--- config.mk ---
export PLATFORM = sky130hd
export DESIGN_NAME = bcd3_countdown
export DESIGN_NICKNAME = d
export VERILOG_FILES = /design/src/rtl/bcd3_countdown.sv
export SDC_FILE = /design/constraint.sdc
export NUM_CORES = 1
export LEC_CHECK = 0
export CAP_MARGIN = 20
export CORE_MARGIN = 5
export CORE_UTILIZATION = 45
export DETAILED_ROUTE_END_ITERATION = 10
export DONT_BUFFER_PORTS = 1
export SLEW_MARGIN = 0
export SYNTH_ARGS = -nofsm -noshare
export SYNTH_HDL_FRONTEND = slang
export SYNTH_SLANG_ARGS = --single-unit
--- constraint.sdc ---
create_clock -name clock -period 4.31 [get_ports clock]
set_clock_uncertainty 0.05 [all_clocks]
set_input_delay 0.2155 -clock clock [delete_from_list [all_inputs] [get_ports clock]]
set_output_delay 0.2155 -clock clock [all_outputs]
set_load 0.02 [all_outputs]
--- src/rtl/bcd3_countdown.sv ---
// Three-digit BCD down-counter with a cycle prescaler and an IDLE/RUN/EXPIRED FSM.
// It holds at 000 on expiry, and only a load or a reset releases it.
module bcd3_countdown #(
    parameter int TICK_DIV = 50000
) (
    input  logic       clock,
    input  logic       reset,
    input  logic       load,
    input  logic       start,
    input  logic       stop,
    input  logic [3:0] LD0,
    input  logic [3:0] LD1,
    input  logic [3:0] LD2,
    output logic [3:0] BCD0,
    output logic [3:0] BCD1,
    output logic [3:0] BCD2,
    output logic       running,
    output logic       done,
    output logic       expired
);

    localparam logic [1:0] ST_IDLE    = 2'd0;
    localparam logic [1:0] ST_RUN     = 2'd1;
    localparam logic [1:0] ST_EXPIRED = 2'd2;

    localparam int              PW         = $clog2(TICK_DIV);
    localparam logic [PW-1:0]   PRESC_LAST = PW'(TICK_DIV - 1);

    logic [1:0]      state_q, state_d;
    logic [PW-1:0]   presc_q, presc_d;
    logic [2:0][3:0] cnt_q, cnt_d;
    logic            done_q, done_d;
    logic            running_q, expired_q;

    logic [2:0][3:0] ld_raw;
    logic [2:0][3:0] ld_sat;
    logic [2:0][3:0] cnt_dec;
    logic [2:0]      borrow;

    assign ld_raw[0] = LD0;
    assign ld_raw[1] = LD1;
    assign ld_raw[2] = LD2;
    assign borrow[0] = 1'b1;

    // Per-digit saturation of the load value and a ripple-borrow decrement.
    // At 000 the decrement result is never used, so the 999 wrap cannot reach the count.
    genvar gi;
    generate
        for (gi = 0; gi < 3; gi++) begin : g_digit
            assign ld_sat[gi]  = (ld_raw[gi] > 4'd9) ? 4'd9 : ld_raw[gi];
            assign cnt_dec[gi] = !borrow[gi]          ? cnt_q[gi] :
                                 (cnt_q[gi] == 4'd0)  ? 4'd9      :
                                                        cnt_q[gi] - 4'd1;
            if (gi < 2) begin : g_borrow
                assign borrow[gi+1] = borrow[gi] && (cnt_q[gi] == 4'd0);
            end
        end
    endgenerate

    always_comb begin
        state_d = state_q;
        presc_d = presc_q;
        cnt_d   = cnt_q;
        done_d  = 1'b0;
        if (load) begin
            cnt_d   = ld_sat;
            state_d = ST_IDLE;
            presc_d = '0;
        end else if (stop) begin
            if (state_q == ST_RUN) begin
                state_d = ST_IDLE;
                presc_d = '0;
            end
        end else if (start && (state_q == ST_IDLE)) begin
            if (cnt_q == '0) begin
                state_d = ST_EXPIRED;
                done_d  = 1'b1;
            end else begin
                state_d = ST_RUN;
                presc_d = '0;
            end
        end else if (state_q == ST_RUN) begin
            if (presc_q == PRESC_LAST) begin
                presc_d = '0;
                cnt_d   = cnt_dec;
                if (cnt_dec == '0) begin
                    state_d = ST_EXPIRED;
                    done_d  = 1'b1;
                end
            end else begin
                presc_d = presc_q + 1'b1;
            end
        end
    end

    always_ff @(posedge clock or posedge reset) begin
        if (reset) begin
            state_q   <= ST_IDLE;
            presc_q   <= '0;
            cnt_q     <= '0;
            done_q    <= 1'b0;
            running_q <= 1'b0;
            expired_q <= 1'b0;
        end else begin
            state_q   <= state_d;
            presc_q   <= presc_d;
            cnt_q     <= cnt_d;
            done_q    <= done_d;
            running_q <= (state_d == ST_RUN);
            expired_q <= (state_d == ST_EXPIRED);
        end
    end

    assign BCD0    = cnt_q[0];
    assign BCD1    = cnt_q[1];
    assign BCD2    = cnt_q[2];
    assign running = running_q;
    assign done    = done_q;
    assign expired = expired_q;

endmodule

After elaboration in Yosys (flattened, before gate mapping):

Index checks and enable logic that the tools add are counted.

* register bits: 33
* bits of input ports: 17
* word-level logic and storage cells: 71

* $add $sub $neg: 4
* magnitude comparators: 3
* equality and inequality tests: 8
* muxes and demuxes: 35
* reductions and logical operators: 13

Operator list (count)
* 2-to-1 mux 16 bit: 7
* 2-to-1 mux 12 bit: 5
* 2-to-1 mux 4 bit: 8
* zero test 12 bit: 2
* adder 16 x 1 -> 16 bit, second input constant: 1
* equality test 16 bit, second input constant: 1
* 2-to-1 mux 2 bit: 8
* > comparator 4 bit, second input constant: 3
* zero test 4 bit: 3
* subtractor 4 x 1 -> 4 bit, second input constant: 3
* 2-to-1 mux 1 bit: 7
* equality test 2 x 1 -> 1 bit, second input constant: 2
* != test 2 bit, second input constant: 2
* != test 4 bit, second input constant: 1
* AND reduction 4 bit: 1
* nonzero test 2 bit: 2
* != test 3 x 2 -> 1 bit, second input constant: 1
* AND reduction 3 bit: 1
* nonzero test 3 bit: 1
* equality test 2 bit, second input constant: 1
* logical AND 1 bit: 2
* zero test 2 bit: 1

Longest topological paths before layout:

Gate-level depths: netlist of run 1.

* word-level depth: 11
* mapped depth: 8
* gate-level depth less buffers: 6

Worst setup path before layout of run 1:

OpenSTA, ideal clock, no wires.

* path kind: flip-flop to flip-flop
* from: reg presc_q[10]
* to: reg running_q, in the netlist running
* library setup time: 120 ps
* data arrival time: 2316 ps
* data required time: 4140 ps
* path slack: 1824 ps
* stages on the path, launching flop included: 7
* buffers on the path: 1
* clock period less this slack: 2486 ps
* path through: dfrtp_1 > or4b_1 > or4_1 > buf_2 > or3_1 > a31o_1 > and3_1

* longest elaborated chain between the ends: 7

Ends and longest elaborated chain
* start, declared: RTL line 30 `logic [PW-1:0] presc_q, presc_d;`
* start signal, assigned: RTL line 106 `presc_q <= presc_d;`
* equality test 16 bit: RTL line 83 `if (presc_q == PRESC_LAST) begin`
* 2-to-1 mux 2 bit: RTL line 83
* 2-to-1 mux 2 bit: RTL line 82 `end else if (state_q == ST_RUN) begin`
* 2-to-1 mux 2 bit: RTL line 74 `end else if (start && (state_q == ST_IDLE)) begin`
* 2-to-1 mux 2 bit: RTL line 69 `end else if (stop) begin`
* 2-to-1 mux 2 bit: RTL line 65 `if (load) begin`
* via state_d[0]: RTL line 29 `logic [1:0] state_q, state_d;`
* equality test 2 x 1 -> 1 bit: RTL line 109 `running_q <= (state_d == ST_RUN);`
* end signal, assigned: RTL line 109
* end, declared: RTL line 33 `logic running_q, expired_q;`

The timed path passes the listed nets, and every way through them passes these cells.
A chain may end at the register's enable or synchronous reset.

Worst setup path after layout of run 1:

Same ends and word-level chain as after synthesis.

==> results of run 1 <==
## final cells by class
cell class                      count  area share
Timing Repair Buffer                3     0.01309
Sequential cell                    33      0.3926
Clock buffer                        7     0.04105
Tap cell                           52     0.03093
Multi-Input combinational cell    166      0.5098
Inverter                            7     0.01249
## cell usage after synthesis, types with 2 or more instances
cell type  instances
or4_1              7
dfrtp_1           33
nand3_1            4
a21o_1             2
nand2b_1           2
o21ai_0           22
nor2b_1            3
inv_1              7
o311ai_0           2
and3_1             6
xnor2_1            7
mux2i_1            3
or2_2              3
nand4b_1           3
nor4_1             2
nor4_2             2
or3_1              4
nor3_1             6
a21oi_1            8
o211ai_1           3
a2111oi_0          4
nand2_1           20
nor2_1            14
nor3b_1            4
xor2_1             2
o22a_1             2
nand4_1            3
o21a_1             3
clkbuf_1           4
nand3b_1           3
o31ai_1            5
a2bb2oi_1          2
or3b_2             2
## critical path, cell delays in order (launching register included)
cell and delay [ns]:
dfrtp_1 0.43, or4b_1 0.54, or4_1 0.85, or3_1 0.47, a31o_1 0.24, and3_1 0.16
## worst paths after layout
kind	endpoint	cells past startpoint
setup reg to reg	running$_DFF_PP0_	5
max in group asynchronous	BCD0[1]$_DFFE_PP0P_	3
min in group asynchronous	BCD2[2]$_DFFE_PP0P_	3
hold reg to reg	presc_q[0]$_DFFE_PP0P_	1
hold / removal	BCD0[2]$_DFFE_PP0P_	2
setup / recovery	running$_DFF_PP0_	5
## sequential cells by signal, summed over array words and instances, names as in the netlist
register	cells
expired	1
running	1
BCD0	4
BCD2	4
state_q	2
presc_q	16
done	1
BCD1	4
## routing by layer
metal  vias up  global-route usage
li1        808                   -
met1       807              0.2189
met2        48              0.2466
met3         4             0.05450
met4         0             0.05338
met5         -                   0
## power breakdown
group	switching (mW)	internal, mW
clock network	0.105	0.127
logic	0.0346	0.0243
registers	0.0310	0.321
total	0.170	0.472
## kinds of logic (layout without fill, tap and decap cells)
family          after synthesis  in the layout
compound gates               58             58
xor+xnor                      9              9
fa+ha+maj                     1              1
buf+inv                      13             17
flops                        33             33
mux                           3              3
simple gates                 95             95
## stage by stage
step / instances / utilization / worst slack [ns] / area, um2 / power (mW)
3_3_place_gp: 259 / 0.4650 / 1.530 / 1997 / 0.4127
5_1_grt: 268 / 0.4898 / 1.382 / 2103 / 0.6752
3_5_place_dp: 259 / 0.4650 / 1.473 / 1997 / 0.4147
2_1_floorplan: 212 / - / 1.824 / 1956 / 0.4019
6_report: 268 / 0.4898 / 1.465 / 2103 / 0.6422
4_1_cts: 268 / 0.4898 / 1.469 / 2103 / 0.6503
==> results.md, run 1 <==
- Post-synthesis sequential area ratio: 0.4223
- GP Congestion: 0.8065
- DIE HEIGHT: 75.92 um
- Critical path origin: presc_q[10]$_DFFE_PP0P_
- Wire length on met2: 2101 um
- Pwr dens: 305.3 nW/um2
- Clock tree sinks: 33
- Vias: 1667
- Most frequent cells in the layout: dfrtp_1, o21ai_0, nand2_1
- Resized Gates After CTS: 0
- Starting Density: 0.4554
- Synth top area cells: dfrtp_1, o21ai_0, nand2_1
- Row count: 24
- Post-Synthesis Cells: 212
- Postcts setup bufs: 0
- Largest family of logic cells by synthesized area: simple AND/OR/NAND/NOR gates
- Initial antenna violation count: 0
- Max frequency: 0.3515 GHz
- Fillcell total: 396
- Later-pin clock latency in the skew report: 0.28 ns
- Synth Register Bits: 33
- Met1 WL: 2105 um
- Register area: 825.8 um2
- Multiplexer share of the synthesized area: 0.01536
- CTS max path bufs: 2
- Hold_ws: 0.003694 ns
- Clock Pin Slew Worst Setup and Hold Paths: 0.07 ns
- Die ar.: 5764 um2
- Final WL: 4559 um
- Hold path startpoint: LD0[2]
- Port Buffers: 0
- Critical Path Source Type: register
- Post-synthesis xor/xnor area fraction: 0.04031
- Tightest Hold Check Type: primary input to register
- Syn_nets: 230
- Final hold vios: 0
- Area leader, netlist: dfrtp_1
- Adder-cell share of the synthesized area: 0.006398
- Top sig layer: met4
- Warnings from Yosys: 0
- Final Cycle Share: 0.6601
- Remaining DRCs: 0
- Rel. slew slack: 0.5148
- Setup TNS: 0 ns
- Compound-Gate Fraction of Synth Area: 0.1932
- Most common cell after layout, fill and taps aside: dfrtp_1
- CTS tree: done
- Drt first pass iters: 4
- Core area: 4294 um2
- Length of routed met3 wiring: 307 um
- DR iter-0 viols: 104
- Hold_buf cts: 2
- Data required, critical path: 4.43 ns
- Ant diodes: 0
- EDFF count, synth: 0
- Critical path capture point type: register
- Die X: 75.92 um
- Max-slew violations: 0
- Netlist Area Pre-Place: 1956 um2
- Status: completed
- Final setup viols: 0
- Global Route Usage Sum: 0.1631
- Final ANT Viol Nets: 0
- NumNets Final: 234
- Ys async rst share: 1.000
- Critical path peak fanout: 15
- Simple-gate portion of the synthesized area: 0.2930
- Pleak: 0.8244 nW
- GR Overflow Total: 0
- Max-cap check violation count: 0
- Post-DP HPWL: 3235 um
- Synth-to-layout area growth: 7.550%
- RSZ-0062 raised after global routing: no
- Wire length of the first global-routing pass: 7831 um
- CTS buffer count: 5
- DR WL/cell: 17.01 um
- Synth Area per Inst: 9.225 um2
- Pin count of the biggest net entering global routing: 34
- Yosys cell types: 48
- Htree depth: 2
- Dominant synthesized flop cell: dfrtp_1
- Share of the synthesized area in the top cell type: 0.4223
- Setup slack, reg-to-reg: 1.47 ns
- Worst vdd ir: 143.1 uV
- Reg2reg start: presc_q[10]$_DFFE_PP0P_
- Ports: 32
- Number of global-route vias before repair: 1626
- Fraction of layout cells with a size suffix above 1: 0.07870
- Critical Path AT: 2.97 ns
- DR vias/cell: 6.220
- Slew @ Worst Pin: 0.7222 ns
- CP Class: register to register
- Area taken by multi-input logic gates: 1072 um2
- Clock Root Buffer: clkbuf_8
- Fin crit period: 2.845 ns
(Power assumes the default switching activity.)
==> run 2, diff against run 1 <==
ABC_AREA = 1   (was default)
clock period = 2.4 ns   (was 4.31 ns; I/O delays follow)
==> results.md, run 2 <==
- Status: completed
- Hold_ws: 0.003228 ns
- Reg2reg start: presc_q[1]$_DFFE_PP0P_
- Number of global-route vias before repair: 1790
- Tightest Hold Check Type: primary input to register
- Setup TNS: 0 ns
- DR iter-0 viols: 97
- Total Power: 1.341 mW
- GR Overflow Total: 0
- Max FFs per register: 16
- DR WL/cell: 13.12 um
- Final ANT Viol Nets: 0
- EDFF count, synth: 0
- RSZ-0062 raised after global routing: no
- Ant diodes: 0
- Top delay family on crit path: simple AND/OR/NAND/NOR gates
- Min-Delay Path Depth: 3
- Data required, critical path: 2.52 ns
- Die X: 78.63 um
- Slew @ Worst Pin: 0.5073 ns
- Final WL: 4722 um
- Fillcell total: 463
- Die ar.: 6183 um2
- Share of the synthesized area in the top cell type: 0.3896
- Final setup viols: 0
- Syn_nets: 309
- Final core utilization: 0.5066
- GP Congestion: 0.8389
- Max-cap check violation count: 0
- Netlist Area Pre-Place: 2120 um2
- Clock Pin Slew Worst Setup and Hold Paths: 0.07 ns
- Post-DP HPWL: 3516 um
- CTS max path bufs: 2
- Final hold vios: 0
- Wire length of the first global-routing pass: 8142 um
- Most used cell along the critical path: nor3_1
- Critical path origin: presc_q[1]$_DFFE_PP0P_
- NumNets Final: 324
- Pwr dens: 567.9 nW/um2
- Final Cycle Share: 0.8364
- Post-Synthesis Cells: 291
- Setup slack, reg-to-reg: 0.39 ns
- Pleak: 1.086 nW
- Crit path cell chain: ha_1, nand2_1, nor2_4, nand3b_1, nor2_2, nand3_1, nand2_2, inv_1, nor3_1, nor3_1
- CP bufs+invs: 1
- Starting Density: 0.4548
- Sink of the worst hold path: BCD0[2]$_DFFE_PP0P_
- Most frequent cells in the layout: nand2_1, inv_1, nor2_1
- Area leader, netlist: dfrtp_1
- Synth cell count leaders: nand2_1, inv_1, nor2_1, dfrtp_1, o21ai_0
- Critical path capture point type: register
- Worst path max stage delay: 0.37 ns
- Resized Gates After CTS: 0
- Global Route Usage Sum: 0.1678
- Placed Area: 2175 um2
- Rel. slew slack: 0.6614
- Synth-to-layout area growth: 11.39%
- Critical path peak fanout: 19
- Later-pin clock latency in the skew report: 0.28 ns
- Fraction of layout cells with a size suffix above 1: 0.1078
- Critical Path Slowest Stage Cell: dfrtp_1
- Pin count of the biggest net entering global routing: 34
- Clock tree sinks: 33
- Post-synthesis sequential area ratio: 0.3896
- Most common cell after layout, fill and taps aside: nand2_1
- Worst R2R End: BCD2[3]$_DFFE_PP0P_
- Remaining DRCs: 0
- CTS buffer count: 5
- Htree depth: 2
- Dominant synthesized flop cell: dfrtp_1
- Synth top area cells: dfrtp_1, nand2_1, inv_1
- Max-slew violations: 0
- Critical Path AT: 2.13 ns
- R2R depth: 10
- Synth Register Bits: 33
- Critical Path Source Type: register
- Warnings from Yosys: 0
- DIE HEIGHT: 78.63 um
- Top reg by flops: presc_q
- Hold path startpoint: load
- Final instance area: 2361 um2
- Ys async rst share: 1.000
- Port Buffers: 0
- CTS tree: done
- Fin crit period: 2.007 ns
- Core area: 4661 um2
- Yosys cell types: 36
- Vias: 1834
- Worst vdd ir: 303.8 uV
- Initial antenna violation count: 0
- Clock Root Buffer: clkbuf_8
- Ports: 32
- Max frequency: 0.4982 GHz
- Row count: 25
- Drt first pass iters: 4
- Synth Area per Inst: 7.284 um2
- CP Class: register to register
- Top-count cell post-synth: nand2_1
- DR vias/cell: 5.094
-- run 2: cell families after synthesis --
| logic type | Yosys count | synth area share |
|---|---|---|
| AND/OR/NAND/NOR | 154 | 0.3613 |
| XOR/XNOR | 3 | 0.01240 |
| AO/OA/AOI/OAI | 49 | 0.1334 |
| adder cells (fa/ha/maj) | 1 | 0.005902 |
| flip-flops | 33 | 0.3896 |
| buffers and inverters | 51 | 0.09740 |
-- run 2: layout make-up --
cell class	count	area, um2	share of cell area
inverters	47	178.9	0.07578
well taps	54	67.56	0.02862
flip-flops and latches	33	825.8	0.3498
repair buffers	12	115.1	0.04875
clock buffers	7	86.33	0.03657
multi-input cells	207	1087	0.4605
-- run 2: how the worst max path moves through the flow --
stage                             end  cells past startpoint
2_1_floorplan  presc_q[8]$_DFFE_PP0P_                     11
4_1_cts           BCD2[3]$_DFFE_PP0P_                     10
3_3_place_gp      BCD2[3]$_DFFE_PP0P_                     10
3_5_place_dp      BCD2[3]$_DFFE_PP0P_                     10
6_report          BCD2[3]$_DFFE_PP0P_                     10
5_1_grt           BCD2[3]$_DFFE_PP0P_                     10
-- run 2: what timing repair did --
| item | in CTS | in global routing |
|---|---|---|
| setup endpoints to repair | 0 | 0 |
| hold buffers | 10 | 0 |
| setup buffers | 0 | 0 |
| hold endpoints to repair | 41 | 0 |
-- run 2: where the power goes --
| part | switching (mW) | internal, mW | leakage, nW |
|---|---|---|---|
| Sequential | 0.0733 | 0.587 | 0.439 |
| Combinational | 0.172 | 0.0865 | 0.602 |
| Clock | 0.194 | 0.227 | 0.0443 |
| Total | 0.439 | 0.901 | 1.09 |
-- run 2: routing by layer --
metal / vias up / GRT usage / share of wire / routed length [um]
li1: 971 / - / - / -
met1: 827 / 0.2067 / 0.46 / 2152
met2: 32 / 0.2818 / 0.48 / 2280
met3: 4 / 0.04472 / 0.047 / 220
met4: 0 / 0.05769 / 0.014 / 68
met5: - / 0 / 0 / 0
-- run 2: worst min-delay path, stage by stage --
cell,delay (ns)
o32ai_1,0.07
nand2_1,0.05
o21ai_1,0.05
-- run 2: stage by stage --
| step | setup slack (ns) | std cells |
|---|---|---|
| global placement | 0.4680 | 343 |
| detailed placement | 0.3938 | 343 |
| CTS | 0.3767 | 360 |
| floorplan | 0.6146 | 291 |
| global route | 0.1577 | 360 |
| finish | 0.3926 | 360 |
